===== config.mk =====
export PLATFORM = sky130hd
export DESIGN_NAME = simon_round_ctrl
export DESIGN_NICKNAME = d
export VERILOG_FILES = /design/src/rtl/simon_round_ctrl.sv
export SDC_FILE = /design/constraint.sdc
export NUM_CORES = 1
export LEC_CHECK = 0
export BUFFER_PORTS_ARGS = -buffer_cell sky130_fd_sc_hd__buf_2
export CAP_MARGIN = 10
export CORE_AREA = 2 2 233 235
export CTS_BUF_LIST = sky130_fd_sc_hd__clkbuf_8
export DETAILED_ROUTE_END_ITERATION = 8
export DIE_AREA = 0 0 235 237
export GPL_TIMING_DRIVEN = 0
export PLACE_DENSITY_LB_ADDON = 0.12
export SKIP_CTS_REPAIR_TIMING = 1
export SLEW_MARGIN = 20
export SYNTH_ARGS = -nofsm -noshare
export SYNTH_HDL_FRONTEND = slang
export SYNTH_SLANG_ARGS = --single-unit

===== constraint.sdc =====
create_clock -name clk -period 6 [get_ports clk]
set_clock_uncertainty 0.1 [all_clocks]
set_input_delay 0 -clock clk [delete_from_list [all_inputs] [get_ports clk]]
set_output_delay 0 -clock clk [all_outputs]
set_load 0.05 [all_outputs]

===== src/rtl/simon_round_ctrl.sv =====
// simon_round_ctrl: Simon 64/128 key-expansion and round sequencer; define SIMON_KEY_CACHE_EN to skip re-expanding a repeated key
module simon_round_ctrl #(
  parameter int ROUNDS = 44,
  parameter int ADDR_W = 6
) (
  input  logic              clk,
  input  logic              rst,
  input  logic              in_valid,
  output logic              in_ready,
  input  logic [63:0]       in_block,
  input  logic [127:0]      in_key,
  output logic              ks_load,
  output logic [127:0]      ks_key,
  input  logic              ks_valid,
  input  logic [31:0]       ks_word,
  output logic              kram_we,
  output logic [ADDR_W-1:0] kram_waddr,
  output logic [31:0]       kram_wdata,
  output logic              kram_re,
  output logic [ADDR_W-1:0] kram_raddr,
  output logic              rnd_valid,
  output logic [31:0]       rnd_x,
  output logic [31:0]       rnd_y,
  input  logic              rnd_done,
  input  logic [31:0]       rnd_x_new,
  input  logic [31:0]       rnd_y_new,
  output logic              out_valid,
  input  logic              out_ready,
  output logic [63:0]       out_block,
  output logic              busy
);
  typedef enum logic [2:0] {IDLE, LOAD, EXPAND, FETCH, ROUND, DONE} state_t;
  localparam logic [ADDR_W-1:0] LAST = ADDR_W'(ROUNDS - 1);
  state_t state, state_nx;
  logic [31:0] x, y;
  logic [127:0] key;
  logic [ADDR_W-1:0] wcnt, rcnt;
  logic take, hit, wr_last;
  assign take = in_valid && state == IDLE;
  assign wr_last = kram_we && wcnt == LAST;
`ifdef SIMON_KEY_CACHE_EN
  logic [127:0] cache_key;
  logic cache_ok;
  assign hit = cache_ok && in_key == cache_key;
  always_ff @(posedge clk or posedge rst) begin
    if (rst) begin
      cache_ok <= 1'b0;
      cache_key <= '0;
    end else if (state == LOAD) begin
      cache_ok <= 1'b0;
    end else if (wr_last) begin
      cache_ok <= 1'b1;
      cache_key <= key;
    end
  end
`else
  assign hit = 1'b0;
`endif
  always_comb begin
    state_nx = state;
    case (state)
      IDLE:    state_nx = take ? (hit ? FETCH : LOAD) : IDLE;
      LOAD:    state_nx = EXPAND;
      EXPAND:  state_nx = wr_last ? FETCH : EXPAND;
      FETCH:   state_nx = ROUND;
      ROUND:   state_nx = rnd_done ? (rcnt == LAST ? DONE : FETCH) : ROUND;
      DONE:    state_nx = out_ready ? IDLE : DONE;
      default: state_nx = IDLE;
    endcase
  end
  always_ff @(posedge clk or posedge rst) begin
    if (rst) begin
      state <= IDLE;
      x <= '0;
      y <= '0;
      key <= '0;
      wcnt <= '0;
      rcnt <= '0;
      rnd_valid <= 1'b0;
    end else begin
      state <= state_nx;
      rnd_valid <= state == FETCH;
      if (take) begin
        {x, y} <= in_block;
        key <= in_key;
        rcnt <= '0;
      end
      if (state == LOAD) wcnt <= '0;
      if (kram_we) wcnt <= wcnt + 1'b1;
      if (state == ROUND && rnd_done) begin
        x <= rnd_x_new;
        y <= rnd_y_new;
        if (rcnt != LAST) rcnt <= rcnt + 1'b1;
      end
    end
  end
  assign in_ready = state == IDLE;
  assign busy = state != IDLE;
  assign ks_load = state == LOAD;
  assign ks_key = key;
  assign kram_we = state == EXPAND && ks_valid;
  assign kram_waddr = wcnt;
  assign kram_wdata = kram_we ? ks_word : '0;
  assign kram_re = state == FETCH;
  assign kram_raddr = rcnt;
  assign rnd_x = x;
  assign rnd_y = y;
  assign out_valid = state == DONE;
  assign out_block = {x, y};
endmodule


Yosys cells after proc, flatten, opt, wreduce, memory -nomap -nowiden
Cells that the tools add are included.
{"block": "totals", "wordCells": 41, "register_bits": 208, "output_inout_bits": 307, "input_bits": 294}
{"block": "op_classes", "n_reduce_logical": 8, "n_eq_ne": 8, "addsub": 2, "muxes": 16}
{"operator": "32-bit two-way mux", "n": 5}
{"operator": "6-bit two-way mux", "n": 5}
{"operator": "3-bit case mux with 6 select lines", "n": 1}
{"operator": "6-bit by 1-bit adder with 6-bit output, second input constant", "n": 2}
{"operator": "6-bit equality test, second input constant", "n": 2}
{"operator": "3-bit two-way mux", "n": 3}
{"operator": "3-bit by 2-bit equality test with 1-bit output, second input constant", "n": 2}
{"operator": "3-bit equality test, second input constant", "n": 2}
{"operator": "6-bit != test, second input constant", "n": 1}
{"operator": "1-bit logical AND", "n": 4}
{"operator": "2-bit nonzero test", "n": 2}
{"operator": "3-bit by 1-bit equality test with 1-bit output, second input constant", "n": 1}
{"operator": "3-bit zero test", "n": 1}
{"operator": "3-bit nonzero test", "n": 1}
{"operator": "1-bit two-way mux", "n": 2}

Depth between registers and ports, before layout
{"block": "logic_depth", "word_depth": 5, "ltp_mapped": 7, "ltp_nobuf": 5}

Worst setup path before layout
OpenSTA, ideal clock, no wires.
{"block": "synth_timing", "path_kind": "reg2reg", "start": "reg state[2]", "end": "reg wcnt[3], in the netlist kram_waddr[3]", "arrival_time_ps": 2340, "period_less_slack_ps": 2588, "path_buffers": 1, "setup_ps": 148, "path_slack_ps": 3412, "path_stages_with_launch": 6, "cell_sequence": "dfrtp_1 > clkbuf_1 > nor3b_1 > nor2_1 > o21ai_0 > o21ai_0"}
{"item": "start: declaration", "line_no": "34", "text": "state_t state, state_nx;"}
{"item": "start signal: assignment", "line_no": "81", "text": "state <= state_nx;"}
{"item": "3-bit by 1-bit equality test with 1-bit output"}
{"item": "named net ks_load", "line_no": "12", "text": "output logic ks_load,"}
{"item": "2-bit nonzero test (no line)"}
{"item": "end signal: assignment", "line_no": "89", "text": "if (kram_we) wcnt <= wcnt + 1'b1;"}
{"item": "end: declaration", "line_no": "37", "text": "logic [ADDR_W-1:0] wcnt, rcnt;"}
The timed path passes the listed nets, and every way through them passes these cells.
A chain may end at the register's enable or synchronous reset.

Final worst setup path
{"block": "layout_timing", "start": "reg state[0]", "end": "reg y[6], in the netlist rnd_y[6]"}
{"block": "layout_via", "elab_chain_cells": 3}
{"item": "3-bit equality test / 3-bit zero test (equally long branches)", "line_no": "90, 39"}
{"item": "1-bit logical AND, on equally long branches", "line_no": "90, 39"}
{"item": "32-bit two-way mux / 2-bit nonzero test (equally long branches)"}
{"item": "end signal: assignment", "line_no": "84", "text": "{x, y} <= in_block;"}
{"item": "end signal: assignment", "line_no": "92", "text": "y <= rnd_y_new;"}
{"item": "end: declaration", "line_no": "35", "text": "logic [31:0] x, y;"}
Parallel ways exist; a longest one is shown, timed or not.

==> results.txt <==
----------------------------------------------------
[Status]
  Status ... finished, final reports clean

[Min path]
  Worst hold path depth ... 4
  Worst hold-check path type ... input pin to register
  Worst Hold Endpoint ... ks_key[85]$_DFFE_PP0P_
  Startpoint of the lowest-slack hold path ... in_key[85]

[Synthesis]
  Flip-flop cell with the highest count after synthesis ... sky130_fd_sc_hd__dfrtp_1
  Post-Synthesis Mean Instance Area ... 8.86 sq um
  Biggest area consumer among synthesized cells ... sky130_fd_sc_hd__dfrtp_1
  Synth warn ... 0
  Synthesized netlist net count ... 1310
  Flip-flop and latch count after synthesis ... 208
  Number of synthesized flops with an enable pin ... 0
  Leading cell types by total area after synthesis ... sky130_fd_sc_hd__dfrtp_1 (58%), sky130_fd_sc_hd__nand2_1 (16%), sky130_fd_sc_hd__nor2_1 (5.6%)
  Post-synthesis async set-or-reset flop share ... 100%
  Count of mapped cells out of synthesis ... 1014
  Fraction of the yosys area taken by sequential cells ... 58.0%
  Commonest cells post-synth ... sky130_fd_sc_hd__nand2_1 (393), sky130_fd_sc_hd__dfrtp_1 (208), sky130_fd_sc_hd__nor2_1 (134)
  Proportion of netlist area held by the largest area contributor ... 58.0%
  Unique cell type count in the Yosys netlist ... 36
  Count leader, synth ... sky130_fd_sc_hd__nand2_1
  Post-synthesis instance area ... 8980 sq um

[Global route]
  Maximum number of pins on one net before global-route repair ... 85
  Total routing resource utilization after global routing ... 13.4%
  Global-route wire length before repair ... 57.3 mm
  Number of antenna violations at the first check in global routing ... 2
  Remaining Overflow, GRT ... 0
  Vias in the first global route ... 8983

[Power and ir drop]
  Sum of internal, switching and leakage power ... 10600 uW
  Leak ... 0.00885 uW
  Worst supply voltage drop on vdd ... 0.407 mV
  Pwr/cell area ... 646 nW/um^2

[Route]
  Via total after detailed routing ... 10100
  Post-route DRC violation count ... 0
  Avg WL per Cell ... 15.3 um
  First-iteration detailed-routing DRC count ... 285
  Detailed-routing iteration count for the pre-antenna-repair pass ... 4
  Vias per Instance ... 3.83
  Final antenna-violating net count ... 0
  Final routed wirelength across all metal layers ... 40.4 mm

[Clock tree]
  CTS buffer count ... 43
  Cell at the root of the clock tree ... sky130_fd_sc_hd__clkbuf_8
  Number of buffers on the longest clock path ... 3
  H-tree depth reported by CTS ... 2
  CTS clock-pin slew for the worst setup and hold paths ... 0.06 ns
  Clk sink count ... 208
  CTS tree ... done
  Insertion delay of the later-clocked pin in the worst-skew pair ... 0.57 ns

[Place]
  Pre-CTS setup slack ... 2.98 ns
  Detailed placer's ending HPWL ... 29.7 mm
  Port Buffers ... 600
  Placed cells ... 2312
  RePlAce Congestion ... 0.793

[Setup path]
  Dominant delay contributor by cell family on the critical path ... buffers and inverters
  Sort of element at the end of the critical path ... register
  Category of the most critical setup path ... register to register
  Slowest stage cell on the critical path ... sky130_fd_sc_hd__buf_1
  Combined buffer and inverter count along the critical path ... 4
  Levels on crit path ... 7
  Sort of element at the start of the critical path ... register
  End of the worst register-to-register path ... rnd_y[6]$_DFFE_PP0P_
  Longest individual stage delay on the worst path ... 0.72 ns
  Number of cells on the worst reg-to-reg path ... 7
  Setup slack of the most critical reg-to-reg path ... 2.98 ns
  Critical Path Fanout Max ... 10
  Timing startpoint of the critical path ... state[0]$_DFF_PP0_
  Endpoint required time on the critical path ... 6.42 ns
  Worst endpoint data arrival time ... 3.44 ns
  Most repeated library cell on the critical path ... sky130_fd_sc_hd__buf_2
  Critical R2R Launch ... state[0]$_DFF_PP0_
  Cell chain of the critical path ... nand4bb_1 > buf_2 > buf_2 > buf_1 > o22ai_1 > dlygate4sd3_1 > nor2_1

[Finish]
  Area added between synthesis and finish ... 82.5%
  Final design utilization ... 30.8%
  Number of non-filler instances in the completed layout ... 2645
  Fraction of final layout cells with drive strength greater than 1 ... 39.3%
  Number of nets in the final layout ... 2222

[Die]
  Die Y-Extent ... 237 um
  Std cell rows ... 85
  Initial Utilization ... 16.9%
  Die area ... 55700 sq um
  Die width ... 235 um
  IO Pins ... 601
  Area of the core ... 53300 sq um

[Timing]
  Post-route worst hold slack ... 0.0386 ns
  Max transition margin ... 39.8%
  Final Critical Period ... 3.02 ns
  Transition time of the tightest slew-check pin ... 0.903 ns
  RSZ-0062 raised after global routing ... no
  Setup violations, final ... 0
  Final cycle utilization of the critical path ... 50.4%
  Max-slew violation count ... 0
  Highest attainable clock frequency ... 331 MHz
  Final setup margin ... 2.98 ns
  Final Hold Fails ... 0

[Flow run]
  MaxCap Viol Count ... 0

----------------------------------------------------
-- layout by cell type, fill, tap and decap left out, drive strengths merged --
master and n:
a2111oi 1, a211o 1, a21o 2, a22o 2, a31oi 1, a32oi 1, a41o 1, a41oi 1
and2 32, and3 5, buf 710, clkbuf 69, clkinv 3, clkinvlp 1, dfrtp 208, diode 1
dlygate4sd3 265, ha 2, inv 14, mux2i 1, nand2 393, nand3 5, nand4 2, nand4bb 2
nor2 134, nor3 3, nor3b 2, nor4b 1, o21ai 11, o22a 1, o22ai 67, or2 1
or3 1, or4b 1, xnor2 3, xor2 1
-- worst max-delay path by stage --
stage                               to  slack [ns]
2_1_floorplan  kram_raddr[0]$_DFF_PP0_        0.22
3_3_place_gp    ks_key[80]$_DFFE_PP0P_       -3.34
3_5_place_dp   ks_key[122]$_DFFE_PP0P_        2.98
4_1_cts         ks_key[98]$_DFFE_PP0P_        3.00
5_1_grt           rnd_y[6]$_DFFE_PP0P_        2.80
6_report          rnd_y[6]$_DFFE_PP0P_        2.98
-- power breakdown --
group          switching, uW  internal (uW)  leakage, uW
registers                460           2070      0.00250
logic                   4860           1730      0.00589
clock network            653            808     0.000451
-- per-layer routing --
metal / vias to the layer above / track usage (%) / share of wire (%)
met2: 347 / 23.0 / 51
met3: 54 / 3.77 / 5.3
li1: 4990 / - / -
met4: 0 / 4.09 / 1.9
met5: - / 0 / 0
met1: 4743 / 16.1 / 42
-- cells by family after synthesis --
group | after synthesis | share of synthesized area [%]
simple gates | 582 | 26.0
xor+xnor | 4 | 0.390
flops | 208 | 58.0
buf+inv | 128 | 9.00
compound gates | 89 | 6.31
mux | 1 | 0.111
fa+ha+maj | 2 | 0.279
-- through the flow --
step | instance area [sq um] | TNS [ns]
floorplan | 8980 | 0
global placement | 12900 | -687.04
detailed placement | 12900 | 0
CTS | 13700 | 0
global route | 16400 | 0
finish | 16400 | 0
-- worst min-delay path, cell delays in order --
cell and delay (ns):
sky130_fd_sc_hd__dlygate4sd3_1 0.51, sky130_fd_sc_hd__buf_2 0.09, sky130_fd_sc_hd__nand2_1 0.04, sky130_fd_sc_hd__nand2_1 0.04
-- state kept, by name (all words and copies together) (netlist names) --
| register | flops |
|---|---|
| kram_raddr | 6 |
| kram_waddr | 6 |
| ks_key | 128 |
| rnd_valid | 1 |
| rnd_x | 32 |
| rnd_y | 32 |
| state | 3 |
-- final cells by class --
type	count	area, sq um
Antenna cell	1	2.50
Buffer	122	786
Clock buffer	55	757
Clock inverter	12	51.3
Fill cell	5716	36900
Inverter	6	30.0
Multi-Input combinational cell	678	2970
Sequential cell	208	5200
Tap cell	696	871
Timing Repair Buffer	867	5710
(Power assumes the default switching activity.)
